===== src/rtl/alu_seq.sv =====
// Handshaked, registered ALU with an iterative shift-add multiplier; 1-cycle ops, WIDTH-cycle multiply.
// Optional status flags (zero/carry/ovf) are built when ALU_SEQ_FLAGS_EN is defined.
module alu_seq #(
  parameter int WIDTH = 20,
  parameter int SHW   = $clog2(WIDTH)
) (
  input  logic             clk,
  input  logic             rst,
  input  logic             in_valid,
  output logic             in_ready,
  input  logic [WIDTH-1:0] a,
  input  logic [WIDTH-1:0] b,
  input  logic [2:0]       sel,
  output logic             out_valid,
  input  logic             out_ready,
  output logic [WIDTH-1:0] c,
  output logic             busy
`ifdef ALU_SEQ_FLAGS_EN
  ,
  output logic             zero,
  output logic             carry,
  output logic             ovf
`endif
);

  typedef enum logic [1:0] {IDLE, BUSY, HOLD} state_t;

  state_t           state, state_d;
  logic             load_alu, load_mul, start_mul;
  logic [WIDTH-1:0] res;
  logic [WIDTH-1:0] acc, mcand, mplier, acc_nxt;
  logic [SHW-1:0]   cnt;

  always_comb begin
    res = '0;
    case (sel)
      3'b000: res = a;
      3'b001: res = a + b;
      3'b010: res = a - b;
      3'b011: res = a & b;
      3'b100: res = a | b;
      3'b101: res = a ^ b;
      3'b110: res = (b >= WIDTH'(WIDTH)) ? '0 : (a << b[SHW-1:0]);
      default: res = '0;
    endcase
  end

  assign acc_nxt   = acc + (mplier[0] ? mcand : '0);
  assign out_valid = (state == HOLD);
  assign busy      = (state == BUSY);

  always_comb begin
    state_d   = state;
    load_alu  = 1'b0;
    load_mul  = 1'b0;
    start_mul = 1'b0;
    in_ready  = (state == IDLE) || (state == HOLD && out_ready);
    case (state)
      IDLE, HOLD: begin
        if (in_valid && in_ready) begin
          if (sel == 3'b111) begin
            state_d   = BUSY;
            start_mul = 1'b1;
          end else begin
            state_d  = HOLD;
            load_alu = 1'b1;
          end
        end else if (state == HOLD && out_ready) begin
          state_d = IDLE;
        end
      end
      BUSY: begin
        // Last iteration folds its partial product straight into c.
        if (cnt == SHW'(WIDTH - 1)) begin
          state_d  = HOLD;
          load_mul = 1'b1;
        end
      end
      default: state_d = IDLE;
    endcase
  end

  always_ff @(posedge clk or posedge rst) begin
    if (rst) state <= IDLE;
    else     state <= state_d;
  end

  always_ff @(posedge clk or posedge rst) begin
    if (rst) begin
      c      <= '0;
      acc    <= '0;
      mcand  <= '0;
      mplier <= '0;
      cnt    <= '0;
    end else begin
      if (load_alu)      c <= res;
      else if (load_mul) c <= acc_nxt;
      if (start_mul) begin
        acc    <= '0;
        mcand  <= a;
        mplier <= b;
        cnt    <= '0;
      end else if (state == BUSY) begin
        acc    <= acc_nxt;
        mcand  <= mcand << 1;
        mplier <= mplier >> 1;
        cnt    <= cnt + 1'b1;
      end
    end
  end

`ifdef ALU_SEQ_FLAGS_EN
  logic [WIDTH:0] sum_x, dif_x;
  logic           rcy, rov;

  assign sum_x = {1'b0, a} + {1'b0, b};
  assign dif_x = {1'b0, a} - {1'b0, b};

  always_comb begin
    rcy = 1'b0;
    rov = 1'b0;
    if (sel == 3'b001) begin
      rcy = sum_x[WIDTH];
      rov = (a[WIDTH-1] == b[WIDTH-1]) && (sum_x[WIDTH-1] != a[WIDTH-1]);
    end else if (sel == 3'b010) begin
      rcy = dif_x[WIDTH];
      rov = (a[WIDTH-1] != b[WIDTH-1]) && (dif_x[WIDTH-1] != a[WIDTH-1]);
    end
  end

  always_ff @(posedge clk or posedge rst) begin
    if (rst) begin
      zero  <= 1'b0;
      carry <= 1'b0;
      ovf   <= 1'b0;
    end else if (load_alu) begin
      zero  <= (res == '0);
      carry <= rcy;
      ovf   <= rov;
    end else if (load_mul) begin
      zero  <= (acc_nxt == '0);
      carry <= 1'b0;
      ovf   <= 1'b0;
    end
  end
`endif

endmodule


===== config.mk =====
export PLATFORM = sky130hd
export DESIGN_NAME = alu_seq
export DESIGN_NICKNAME = d
export VERILOG_FILES = /design/src/rtl/alu_seq.sv
export SDC_FILE = /design/constraint.sdc
export NUM_CORES = 1
export LEC_CHECK = 0
export CORE_UTILIZATION = 60
export DETAILED_ROUTE_END_ITERATION = 10
export HOLD_SLACK_MARGIN = 0.1
export PLACE_DENSITY = 0.91
export SETUP_SLACK_MARGIN = 0.3
export SYNTH_ARGS = -nofsm -noshare
export SYNTH_HDL_FRONTEND = slang
export SYNTH_SLANG_ARGS = --single-unit

===== constraint.sdc =====
create_clock -name clk -period 3.3 [get_ports clk]
set_input_delay 0.33 -clock clk [delete_from_list [all_inputs] [get_ports clk]]
set_output_delay 0.33 -clock clk [all_outputs]
set_load 0.1 [all_outputs]

==> results of run 1 <==
## cells in the final DEF, fill, tap and decap left out, types with 9 or more instances in the layout
| cell type | n |
|---|---|
| nand2_1 | 175 |
| buf_4 | 154 |
| dfrtp_1 | 87 |
| ha_1 | 72 |
| clkdlybuf4s50_1 | 51 |
| a21oi_1 | 47 |
| a22oi_1 | 47 |
| inv_1 | 43 |
| nor2_1 | 36 |
| o21ai_0 | 33 |
| xnor2_1 | 30 |
| o21ai_1 | 24 |
| and2_1 | 20 |
| mux2i_1 | 19 |
| o22ai_1 | 18 |
| nor3_1 | 16 |
| xor2_1 | 16 |
| nand2b_1 | 15 |
| nand3_1 | 14 |
| mux4_2 | 14 |
| o21a_1 | 11 |
| o211ai_1 | 11 |
| a211oi_1 | 10 |
| a21oi_2 | 10 |
| a31oi_1 | 10 |
| a221oi_1 | 10 |
| buf_6 | 10 |
| clkbuf_16 | 9 |
## worst paths after layout
path / startpoint / endpoint / cells past startpoint
min in group clk: b[12] / mplier[12] / 3
hold reg to reg: mplier[1] / mplier[1] / 2
setup / recovery: mplier[0] / acc[16] / 13
setup reg to reg: mplier[0] / acc[16] / 13
hold / removal: rst / mplier[9] / 2
max in group asynchronous: rst / acc[12] / 3
## cells by family after synthesis
group / after synthesis / synth area share [%]
DFF: 87 / 26.9
adders and majority gates: 83 / 13.0
xor gates and xnor gates: 50 / 5.42
muxes: 35 / 6.54
AOI/OAI and AO/OA: 296 / 24.6
buffers and inverters: 104 / 5.08
and+or+nand+nor: 328 / 18.4
## flip-flops by register name, summed over array words and instances, names as in the netlist
register and cells:
mplier 20, c 20, cnt 5, acc 20, mcand 20, state 2
## critical path, cell delays in order, from the launching register on
cell and delay, ns:
dfrtp_1 0.42, and2_1 0.18, ha_2 0.19, fa_2 0.36
a21oi_2 0.21, nor3b_2 0.09, or3_4 0.41, a311oi_2 0.21
buf_4 0.19, o211ai_1 0.10, a21oi_1 0.19, xor2_1 0.17
buf_4 0.15, o22ai_2 0.07
## what timing repair did
action | in CTS | in global routing
pin swaps | 32 | 49
cloned | 0 | 0
resized for setup | 63 | 50
setup endpoints to repair | 18 | 12
hold buffers | 0 | 0
setup buffers | 14 | 17
## metal layers
layer	vias to the layer above	wire (um)
li1	3935	-
met1	4240	10700
met2	669	13500
met3	144	3020
met4	0	1670
met5	-	0
## area by class of cell
| class | instances | area (sq um) | share of cell area (%) |
|---|---|---|---|
| multi-input cells | 792 | 5930 | 55.2 |
| flip-flops and latches | 87 | 2180 | 20.3 |
| repair buffers | 231 | 1930 | 18.0 |
| clock buffers | 10 | 239 | 2.22 |
| well taps | 176 | 220 | 2.05 |
| inverters | 49 | 196 | 1.83 |
| clock inverters | 6 | 47.5 | 0.443 |
## power by group
part / leakage (nW) / internal (mW) / switching [mW] / total [mW]
clock network: 0.140 / 0.541 / 0.480 / 1.02
logic: 3.70 / 1.17 / 2.01 / 3.18
registers: 1.12 / 1.48 / 0.321 / 1.80
total: 4.96 / 3.19 / 2.81 / 6.00
==> run metrics, run 1 <==
area share of the largest cell type after synthesis=26.9%; NumNets Final=1300; final worst setup slack=0.228 ns; non-filler instance count after layout=1351; CP arrival=3.29 ns; Total Power=6.00 mW; f_max=326 MHz; Hold Worst Slack=0.378 ns; vias in the first global route=8592; Worst VDD drop=0.309 mV; Final setup viols=0; Worst R2R Setup Slack=0.23 ns; cell area after synthesis=0.00808 sq mm; Yosys cell types=65; GRT met3 Usage=6.49%; Remaining DRCs=0; Slew @ Worst Pin=1.03 ns; antenna violations before repair=0; Place WS=-0.503 ns; routed wire length=28900 um; clock slew at reported path FFs=0.07 ns; status=finished, final reports clean; die area=0.0139 sq mm; final period utilization=93.1%; Final ANT Viol Nets=0; fin crit period=3.07 ns; cell taking the most area after synthesis=dfrtp_1; Vias/cell=6.65; clock buffer count from CTS=9; H-tree depth=3; first-pass GRT wire length=44500 um; GP Congestion=1.06; Final TNS setup=0 ns; Crit. End Element=flip-flop; std cell rows=42; global router's overall resource usage=40.7%; busiest layer in global routing=met2; post-placement cell count=1304; largest net degree at the start of global routing=68; Clock Sinks=87; syn_area_per_cell=8.22 sq um; ranking of synthesized cells by area=dfrtp_1 27%, ha_1 13%, nand2_1 8.5%; placed cell areas=0.00990 sq mm; DR WL/cell=21.4 um; gr ovfl total=0; fillers=783; Ant. Diodes=0; post-layout util=81.4%; Vias=8988; cell count after synthesis=983; max-cap viol count=0; IO Pins=70; met2 Use GR=66.1%; HPWL after DPL=20300 um; GRT met1 Usage=52.3%; relative slew slack=30.9%; Starting Density=61.3%; count of input and output buffers=69; Yosys reg bits=87; pins over their slew limit=0; CP Data Required Time=3.52 ns; clock root cell=clkbuf_16; Synth Warn #=0; EDFF count, synth=0; top-count cell post-synth=nand2_1; Core Footprint=0.0132 sq mm; clk buf depth=2; Async S/R FF share, synth=100%; RSZ-0062 raised after global routing=yes; CTS tree=done; latest clock arrival within the worst-skew pair=0.36 ns; 1st-pass router iterations=6; synth cell count leaders=183 x nand2_1, 87 x dfrtp_1, 81 x ha_1; Leakage=4.96 nW; Initial DRC Count=1393; Post-Layout Inst Area=0.0107 sq mm; Fin. Hold Viols=0; Die Y=118 um; Synth Flop Type=dfrtp_1; share of layout cells above drive strength 1=24.5%; Syn-to-layout area delta=33.0%; Setup CP Type=reg2reg; Pwr Density=559 mW/mm^2; Max FO, Critical Path=4; clock skew=0.00877 ns; Worst Setup Start Kind=flip-flop; Post-Syn Nets=1113; die width=118 um; HP Class=in2async; Seq/Total Area, Yosys=26.9%
Note: power is estimated with default switching activity, not from simulation.
==> run 2, diff against run 1 <==
--- a/config.mk
+++ b/config.mk
@@ -5,10 +5,12 @@
 export SDC_FILE = /design/constraint.sdc
 export NUM_CORES = 1
 export LEC_CHECK = 0
+export ABC_AREA = 0
 export CORE_UTILIZATION = 60
 export DETAILED_ROUTE_END_ITERATION = 10
 export HOLD_SLACK_MARGIN = 0.1
-export PLACE_DENSITY = 0.91
+export PLACE_DENSITY = 0.82
+export RECOVER_POWER = 50
 export SETUP_SLACK_MARGIN = 0.3
 export SYNTH_ARGS = -nofsm -noshare
 export SYNTH_HDL_FRONTEND = slang
==> run 2 against run 1 <==
The flow now finishes with violations (max-capacitance violations, max-slew violations). Clock skew is 0.0018 ns higher. Non-clock buffer count down 8. First-iteration DRC count decreased by 31%. Critical path type unchanged.
==> run metrics, run 2 (same netlist as run 1, synthesis figures left out) <==
most frequent cells in the layout=180 x nand2_1, 144 x buf_4, 86 x dfrtp_1; share of layout cells above drive strength 1=22.8%; Final ANT Viol Nets=0; latest clock arrival within the worst-skew pair=0.36 ns; Crit. End Element=flip-flop; final worst setup slack=0.275 ns; Pwr Density=570 mW/mm^2; antenna violations before repair=0; Final TNS setup=0 ns; CP delay by family, top=compound AO/OA/AOI/OAI gates; hold buffers post-CTS=0; failing checks=max-capacitance violations, max-slew violations; RSZ-0062 raised after global routing=yes; relative slew slack=-30.5%; NumNets Final=1292; Initial DRC Count=958; Total Power=6.04 mW; Starting Density=61.3%; Final setup viols=0; IO Pins=70; global router's overall resource usage=40.7%; Place WS=-0.490 ns; met2 wire length=13200 um; Metal-1 WL=11100 um; Fin. Hold Viols=0; CP Data Required Time=3.48 ns; slowest stage delay, CP=0.44 ns; CP arrival=3.21 ns; Die Y=118 um; std cell rows=42; Crit-path slowest cell=dfrtp_2; status=complete, but fails checks; HP Class=in2async; clock root cell=clkbuf_16; first-pass GRT wire length=44300 um; GP Congestion=1.03; Vias=8769; Setup CP Type=reg2reg; max-cap viol count=1; register area=0.00218 sq mm; Ant. Diodes=0; H-tree depth=3; fin crit period=3.02 ns; cells along the critical path=buf_4 -> and2_4 -> fa_2 -> a21oi_2 -> nor3b_2 -> or3_4 -> a311oi_4 -> o211ai_1 -> a21oi_2 -> xor2_1 -> buf_4 -> o22ai_1; Worst VDD drop=0.333 mV; die width=118 um; die area=0.0139 sq mm; Vias/cell=6.53; DR WL/cell=21.1 um; Syn-to-layout area delta=31.3%; pins over their slew limit=77; Top Metal Used=met4; f_max=331 MHz; gr ovfl total=0; fillers=861; Leakage=4.87 nW; HPWL after DPL=20500 um; clock slew at reported path FFs=0.07 ns; buffers plus inverters on the worst setup path=2; count of input and output buffers=69; Max FO, Critical Path=4; clock skew=0.0106 ns; largest net degree at the start of global routing=77; final period utilization=91.7%; CTS tree=done; commonest non-fill, non-tap cell in the layout=nand2_1; routed wire length=28300 um; clock buffer count from CTS=9; Core Footprint=0.0132 sq mm; 1st-pass router iterations=5; vias in the first global route=8414; Worst Setup Start Kind=flip-flop; post-layout util=80.4%; Remaining DRCs=0; area of the multi-input gates=0.00588 sq mm; Slew @ Worst Pin=1.96 ns; wire length on met3=2630 um; clk buf depth=2; Clock Sinks=87; Hold Worst Slack=0.420 ns
run 2: through the flow:
step                      area (sq um)  std cells
after global placement            9920       1307
after detailed placement          9920       1307
final                            10600       1343
after global routing             10600       1343
after CTS                        10500       1337
after floorplan                   8280        983
run 2: final timing paths:
path / cells after the start / slack, ns / to / startpoint
max: 12 / 0.28 / acc[16] / mplier[0]
min: 2 / 0.42 / mplier[10] / rst
max reg2reg: 12 / 0.28 / acc[16] / mplier[0]
min reg2reg: 2 / 0.49 / mplier[9] / mplier[9]
max in group asynchronous: 3 / 0.53 / mplier[0] / rst
min in group clk: 3 / 0.44 / mplier[8] / b[8]
run 2: power by group:
part	switching [mW]	total [mW]	internal (mW)
clock	0.479	1.10	0.619
combinational	1.98	3.13	1.15
sequential	0.325	1.81	1.48
total	2.79	6.04	3.26
run 2: layout make-up:
type,instances,share of cell area (%)
Timing Repair Buffer,223,17.2
Sequential cell,87,20.5
Clock inverter,6,0.684
Clock buffer,10,2.25
Inverter,49,1.85
Tap cell,176,2.08
Multi-Input combinational cell,792,55.4
run 2: layer usage:
metal  up-vias  global-route usage (%)
li1       3939                       -
met1      4190                    54.1
met2       532                    64.4
met3       108                    6.69
met4         0                    19.5
met5         -                       0
run 2: repair_timing:
action,4_1_cts,5_1_grt
gates cloned,0,0
setup buffers,14,6
resized for setup,63,32
setup endpoints to repair,18,16
pin swaps,32,28
endpoints found under the hold margin,0,0
